--- src/rtl/shift_sequencer_pkg.sv ---
// Shared types and constants for the shift sequencer and its Shifter.
// Operation encodings match the EX-stage req_op field.
package shift_pkg;

  localparam int   DATA_W      = 16;
  localparam logic SH_MODE_SLL = 1'b1;
  localparam logic SH_MODE_SRA = 1'b0;

  typedef enum logic [1:0] {
    OP_SLL = 2'b00,
    OP_SRA = 2'b01,
    OP_ROR = 2'b10,
    OP_SRL = 2'b11
  } shift_op_t;

  typedef enum logic [1:0] {
    IDLE,
    PASS2,
    RESP
  } seq_state_t;

  // Keeps the low (DATA_W - amt) bits; used to turn an arithmetic right shift into a logical one.
  function automatic logic [DATA_W-1:0] low_mask(input logic [3:0] amt);
    return {DATA_W{1'b1}} >> amt;
  endfunction

endpackage

--- src/rtl/shift_sequencer_if.sv ---
// Request/response valid-ready bundle between the EX stage and the shift sequencer.
// rsp_zero exists only when SHIFT_SEQ_ZERO_FLAG_EN is defined.
interface shift_sequencer_if;
  import shift_pkg::*;

  logic              req_valid;
  logic              req_ready;
  logic [1:0]        req_op;
  logic [DATA_W-1:0] req_data;
  logic [3:0]        req_amt;
  logic              rsp_valid;
  logic              rsp_ready;
  logic [DATA_W-1:0] rsp_data;
`ifdef SHIFT_SEQ_ZERO_FLAG_EN
  logic              rsp_zero;
`endif

  modport master (
    output req_valid, req_op, req_data, req_amt, rsp_ready,
    input  req_ready, rsp_valid, rsp_data
`ifdef SHIFT_SEQ_ZERO_FLAG_EN
    , input rsp_zero
`endif
  );

  modport slave (
    input  req_valid, req_op, req_data, req_amt, rsp_ready,
    output req_ready, rsp_valid, rsp_data
`ifdef SHIFT_SEQ_ZERO_FLAG_EN
    , output rsp_zero
`endif
  );

endinterface

--- src/rtl/shift_sequencer_shifter.sv ---
// Combinational 16-bit shifter: Mode=1 logical left, Mode=0 arithmetic right.
// Zero latency, no flow control.
module Shifter
  import shift_pkg::*;
(
  input  logic [DATA_W-1:0] Shift_In,
  input  logic [3:0]        Shift_Val,
  input  logic              Mode,
  output logic [DATA_W-1:0] Shift_Out
);

  assign Shift_Out = (Mode == SH_MODE_SLL) ? (Shift_In << Shift_Val)
                                           : $unsigned($signed(Shift_In) >>> Shift_Val);

endmodule

--- src/rtl/shift_sequencer.sv ---
// Sequences one Shifter to perform SLL/SRA/SRL/ROR, one op in flight; 1 cycle (2 for ROR) to rsp_valid.
// Result held in RESP until rsp_ready; req_ready only in IDLE. Optional rsp_zero via SHIFT_SEQ_ZERO_FLAG_EN.
module shift_sequencer
  import shift_pkg::*;
#(
  parameter bit ROR_ZERO_FAST = 1'b1
) (
  input  logic               clk,
  input  logic               rst_n,
  shift_sequencer_if.slave   bus
);

  seq_state_t        state_q, state_nxt;
  shift_op_t         op_q, req_op_e;
  logic [DATA_W-1:0] data_q, tmp_q, rsp_q;
  logic [3:0]        amt_q;
  logic [DATA_W-1:0] sh_in, sh_out, p1_result, p2_result;
  logic [3:0]        sh_val;
  logic              sh_mode;
  logic              accept;
`ifdef SHIFT_SEQ_ZERO_FLAG_EN
  logic              zero_q;
`endif

  assign req_op_e = shift_op_t'(bus.req_op);
  assign accept   = bus.req_valid && (state_q == IDLE);

  Shifter u_shifter (
    .Shift_In  (sh_in),
    .Shift_Val (sh_val),
    .Mode      (sh_mode),
    .Shift_Out (sh_out)
  );

  always_ff @(posedge clk or negedge rst_n) begin
    if (!rst_n) state_q <= IDLE;
    else        state_q <= state_nxt;
  end

  always_comb begin
    state_nxt = state_q;
    sh_in     = '0;
    sh_val    = '0;
    sh_mode   = SH_MODE_SRA;
    p1_result = sh_out;
    case (state_q)
      IDLE: begin
        sh_in  = bus.req_data;
        sh_val = bus.req_amt;
        case (req_op_e)
          OP_SLL: sh_mode = SH_MODE_SLL;
          OP_SRA: sh_mode = SH_MODE_SRA;
          OP_SRL: begin
            sh_mode   = SH_MODE_SRA;
            p1_result = sh_out & low_mask(bus.req_amt);
          end
          OP_ROR: begin
            // Left shift by (16 - amt) isolates the bits that wrap into the top.
            sh_mode = SH_MODE_SLL;
            sh_val  = 4'(~bus.req_amt + 4'd1);
          end
          default: sh_mode = SH_MODE_SRA;
        endcase
        if (accept) begin
          if (req_op_e == OP_ROR && (bus.req_amt != 4'd0 || !ROR_ZERO_FAST))
            state_nxt = PASS2;
          else
            state_nxt = RESP;
        end
      end
      PASS2: begin
        sh_in     = data_q;
        sh_val    = amt_q;
        sh_mode   = SH_MODE_SRA;
        state_nxt = RESP;
      end
      RESP: begin
        if (bus.rsp_ready) state_nxt = IDLE;
      end
      default: state_nxt = IDLE;
    endcase
  end

  assign p2_result = (op_q == OP_ROR) ? ((sh_out & low_mask(amt_q)) | tmp_q) : sh_out;

  always_ff @(posedge clk or negedge rst_n) begin
    if (!rst_n) begin
      op_q   <= OP_SLL;
      data_q <= '0;
      amt_q  <= '0;
      tmp_q  <= '0;
      rsp_q  <= '0;
`ifdef SHIFT_SEQ_ZERO_FLAG_EN
      zero_q <= 1'b0;
`endif
    end else if (accept) begin
      op_q   <= req_op_e;
      data_q <= bus.req_data;
      amt_q  <= bus.req_amt;
      if (state_nxt == PASS2) begin
        tmp_q <= (bus.req_amt == 4'd0) ? '0 : sh_out;
      end else begin
        rsp_q <= p1_result;
`ifdef SHIFT_SEQ_ZERO_FLAG_EN
        zero_q <= (p1_result == '0);
`endif
      end
    end else if (state_q == PASS2) begin
      rsp_q <= p2_result;
`ifdef SHIFT_SEQ_ZERO_FLAG_EN
      zero_q <= (p2_result == '0);
`endif
    end
  end

  assign bus.req_ready = (state_q == IDLE);
  assign bus.rsp_valid = (state_q == RESP);
  assign bus.rsp_data  = rsp_q;
`ifdef SHIFT_SEQ_ZERO_FLAG_EN
  assign bus.rsp_zero  = zero_q;
`endif

endmodule

--- src/flat_wrapper.sv ---
// flat-port wrapper written by rule: the top's interface ports become plain ports
module shift_sequencer_flat import shift_pkg::*;
#(
  parameter bit ROR_ZERO_FAST = 1'b1
)
  (clk, rst_n, bus_req_valid, bus_req_op, bus_req_data, bus_req_amt, bus_rsp_ready, bus_req_ready, bus_rsp_valid, bus_rsp_data);
  shift_sequencer_if bus_i ();
  input  logic clk;
  input  logic rst_n;
  input wire logic [$bits(bus_i.req_valid)-1:0] bus_req_valid;
  input wire logic [$bits(bus_i.req_op)-1:0] bus_req_op;
  input wire logic [$bits(bus_i.req_data)-1:0] bus_req_data;
  input wire logic [$bits(bus_i.req_amt)-1:0] bus_req_amt;
  input wire logic [$bits(bus_i.rsp_ready)-1:0] bus_rsp_ready;
  output wire logic [$bits(bus_i.req_ready)-1:0] bus_req_ready;
  output wire logic [$bits(bus_i.rsp_valid)-1:0] bus_rsp_valid;
  output wire logic [$bits(bus_i.rsp_data)-1:0] bus_rsp_data;
  assign bus_i.req_valid = bus_req_valid;
  assign bus_i.req_op = bus_req_op;
  assign bus_i.req_data = bus_req_data;
  assign bus_i.req_amt = bus_req_amt;
  assign bus_i.rsp_ready = bus_rsp_ready;
  assign bus_req_ready = bus_i.req_ready;
  assign bus_rsp_valid = bus_i.rsp_valid;
  assign bus_rsp_data = bus_i.rsp_data;
  shift_sequencer #(.ROR_ZERO_FAST(ROR_ZERO_FAST)) u_core (.clk(clk), .rst_n(rst_n), .bus(bus_i));
endmodule
--- config.mk ---
export PLATFORM = sky130hd
export DESIGN_NAME = shift_sequencer_flat
export DESIGN_NICKNAME = d
export VERILOG_FILES = /design/src/rtl/shift_sequencer_pkg.sv /design/src/rtl/shift_sequencer_if.sv /design/src/rtl/shift_sequencer_shifter.sv /design/src/rtl/shift_sequencer.sv /design/src/flat_wrapper.sv
export SDC_FILE = /design/constraint.sdc
export NUM_CORES = 1
export LEC_CHECK = 0
export CELL_PAD_IN_SITES_DETAIL_PLACEMENT = 0
export CELL_PAD_IN_SITES_GLOBAL_PLACEMENT = 1
export CORE_UTILIZATION = 47
export CTS_CLUSTER_DIAMETER = 60
export DETAILED_ROUTE_END_ITERATION = 12
export PLACE_DENSITY_LB_ADDON = 0.1
export SYNTH_ARGS = -nofsm -noshare
export SYNTH_HDL_FRONTEND = slang
export SYNTH_SLANG_ARGS = --single-unit
--- constraint.sdc ---
create_clock -name clk -period 5.4 [get_ports clk]
set_input_delay 0.81 -clock clk [delete_from_list [all_inputs] [get_ports clk]]
set_output_delay 0.81 -clock clk [all_outputs]
set_load 0.005 [all_outputs]
==> reports/metrics.cfg <==
[status]
status = complete, no violations

[final_layout]
register_area_um2 = 1400
multi_input_comb_area_um2 = 2950
areaGrowthSynthToFinish_pct = 11.6
fill_cells = 898
antenna_cells = 0
fin_util = 0.552
drive_above_1_share = 0.0835
num-nets-final = 652

[power]
p_total_mw = 1.88
worst_ir_drop_vdd_uv = 158
powerDensity_nw_per_um2 = 362
p_leak_nw = 2.18

[floorplan]
die-area_um2 = 10300
start_util = 0.495
io_pins = 44
die_x_um = 102
coreArea_um2 = 9420
rows = 35
die-height_um = 102

[yosys]
ys_ff_latch = 56
synthDistinctLibCells = 67
synth_fp_nets = 637
synth_warnings = 0
synth_most_common_cell = nand2_1
async_flop_share = 1.00
yosysTopAreaCellShare = 0.301
synth_flop_cell = dfrtp_1
ys_seq_area_frac = 0.301
synthTopCellsByArea = dfrtp_1, nand2_1, a21oi_1
netlist_top_cells_count = nand2_1, dfrtp_1, nor2_1
syn-instance-count = 607
synth_edf_count = 0
yosysTopAreaCell = dfrtp_1
syn_avg_cell_area_um2 = 7.67
netlist_area_um2 = 4660

[min_path]
min_to = u_core.tmp_q[8]
holdCritPathClass = flop to flop
hold_path_depth = 2
hold_start = u_core.tmp_q[8]

[worst_setup_path]
rr_worst_depth = 8
rrSetupSlack_ns = 1.90
crit_top_cell = mux2i_1
worst_r2r_startpoint = u_core.amt_q[0]
required_ns = 5.66
path_class = input port to flop
cp_max_fo = 17
cp_cell_sequence = clkdlybuf4s50_1 -> inv_1 -> ha_1 -> ha_1 -> nor2_1 -> mux2i_1 -> and2_1 -> buf_4 -> mux2i_1 -> mux2i_1 -> o221ai_1 -> o311ai_1 -> a21oi_1
critical_path_arrival_ns = 4.32
cp_top_family = buffers and inverters
critical_path_buf_inv_count = 3
r2r_end = u_core.bus.rsp_data[14]
cp-start-kind = input port
slowest_delay_ns = 0.79
endpoint_kind = flop
crit_slowest_cell = clkdlybuf4s50_1

[routing]
drc = 0
viasPerCell = 6.61
num_vias = 4967
wl_per_cell_um = 21.7
drt_first_pass_iters = 5
drt_iter0_drc = 448
wirelength_um = 16300
postRouteAntennaNets = 0

[placement]
place_congestion = 0.970
portBuffers = 43
dp_hpwl_um = 11900

[clocking]
cts_tree = yes
htreeDepth = 2
cts_resized = 0
postCtsSetupBuffers = 0
clockRootBuffer = clkbuf_8
worstSkewPairLatency_ns = 0.33
clk_path_buf_depth = 2
clkTransAtPathRegs_ns = 0.11
clock-sinks = 56
numCtsBuffers = 5
cts_hold_buf = 0

[timing]
setup_viol_count_final = 0
max-slew-margin-rel = 0.404
worst_slew_pin_slew_ns = 0.891
drv_slew = 0
fmax_ghz = 0.247
skew_ns = 0.00499
period_share = 0.751
rsz0062_at_grt = false
hold_viol = 0
setup-tns-final_ns = 0
min_period_ns = 4.05

[global_routing]
grt_max_degree = 57
grt_pass1_wl_um = 25800
grt_usage = 0.331
first_global_vias = 4660
antenna_found_initial = 0
gr-total-overflow = 0

[flow_run]
max_cap_violations = 0

## kinds of logic (layout without fill, tap and decap cells)
family / after synthesis / in the layout / synth area share
simple gates: 242 / 242 / 0.231
compound gates: 208 / 208 / 0.311
flops: 56 / 56 / 0.301
fa+ha+maj: 4 / 4 / 0.0107
mux: 32 / 32 / 0.0803
buf+inv: 65 / 81 / 0.0656
## through the flow
| step | area [um2] | worst slack [ns] | instances | hold WS (ns) |
|---|---|---|---|---|
| after floorplan | 4660 | 2.29 | 607 | 0.446 |
| after CTS | 5200 | 1.45 | 752 | 0.489 |
| after global placement | 5110 | 1.16 | 744 | 0.458 |
| after global routing | 5200 | 1.09 | 752 | 0.517 |
| final | 5200 | 1.35 | 752 | 0.489 |
| after detailed placement | 5110 | 1.11 | 744 | 0.463 |
## worst min-delay path, cell delays in order, from the launching register on
cell and delay (ns):
dfrtp_1 0.36, nand2_1 0.05, nand2_1 0.06
## flip-flops by register name, indices dropped and copies added (netlist names)
name                 count
u_core.bus.rsp_data     16
u_core.data_q           16
u_core.tmp_q            16
u_core.amt_q             4
u_core.op_q              2
u_core.state_q           2
## layout by cell type, fill, tap and decap left out, types with 14 or more instances in the layout
master and n:
nor2_1 54, buf_4 15, mux2i_1 19, o21ai_0 38
nand2_1 116, dfrtp_1 56, a21oi_1 43, nor3_1 15
nand3_1 16, clkdlybuf4s50_1 42, inv_1 14, a31oi_1 14
## cell type report
class                           instances  area share
Clock inverter                          2     0.00313
Clock buffer                            6      0.0140
Timing Repair Buffer                   58       0.104
Multi-Input combinational cell        486       0.568
Inverter                               15      0.0108
Sequential cell                        56       0.270
Tap cell                              129      0.0311
## routing by layer
metal / part of all wire / up-vias / global-route usage
li1: - / 2254 / -
met2: 0.43 / 305 / 0.488
met4: 0.024 / 0 / 0.110
met1: 0.43 / 2380 / 0.469
met3: 0.11 / 28 / 0.0842
met5: 0 / - / 0
## worst max-delay path by stage
stage                                    to  slack (ns)  depth (start not counted)      startpoint
global route        u_core.bus.rsp_data[14]        1.09                         13  bus_req_amt[0]
finish              u_core.bus.rsp_data[14]        1.35                         13  bus_req_amt[0]
detailed placement  u_core.bus.rsp_data[15]        1.11                         13  bus_req_amt[0]
floorplan           u_core.bus.rsp_data[15]        2.29                         13  bus_req_amt[0]
global placement     u_core.bus.rsp_data[5]        1.16                         13  bus_req_amt[0]
CTS                 u_core.bus.rsp_data[15]        1.45                         13  bus_req_amt[0]
## power breakdown
part	switching [mW]	internal, mW
registers	0.137	0.563
clock network	0.156	0.0930
logic	0.541	0.393
total	0.834	1.05
Power figures use the tool's default switching activity.
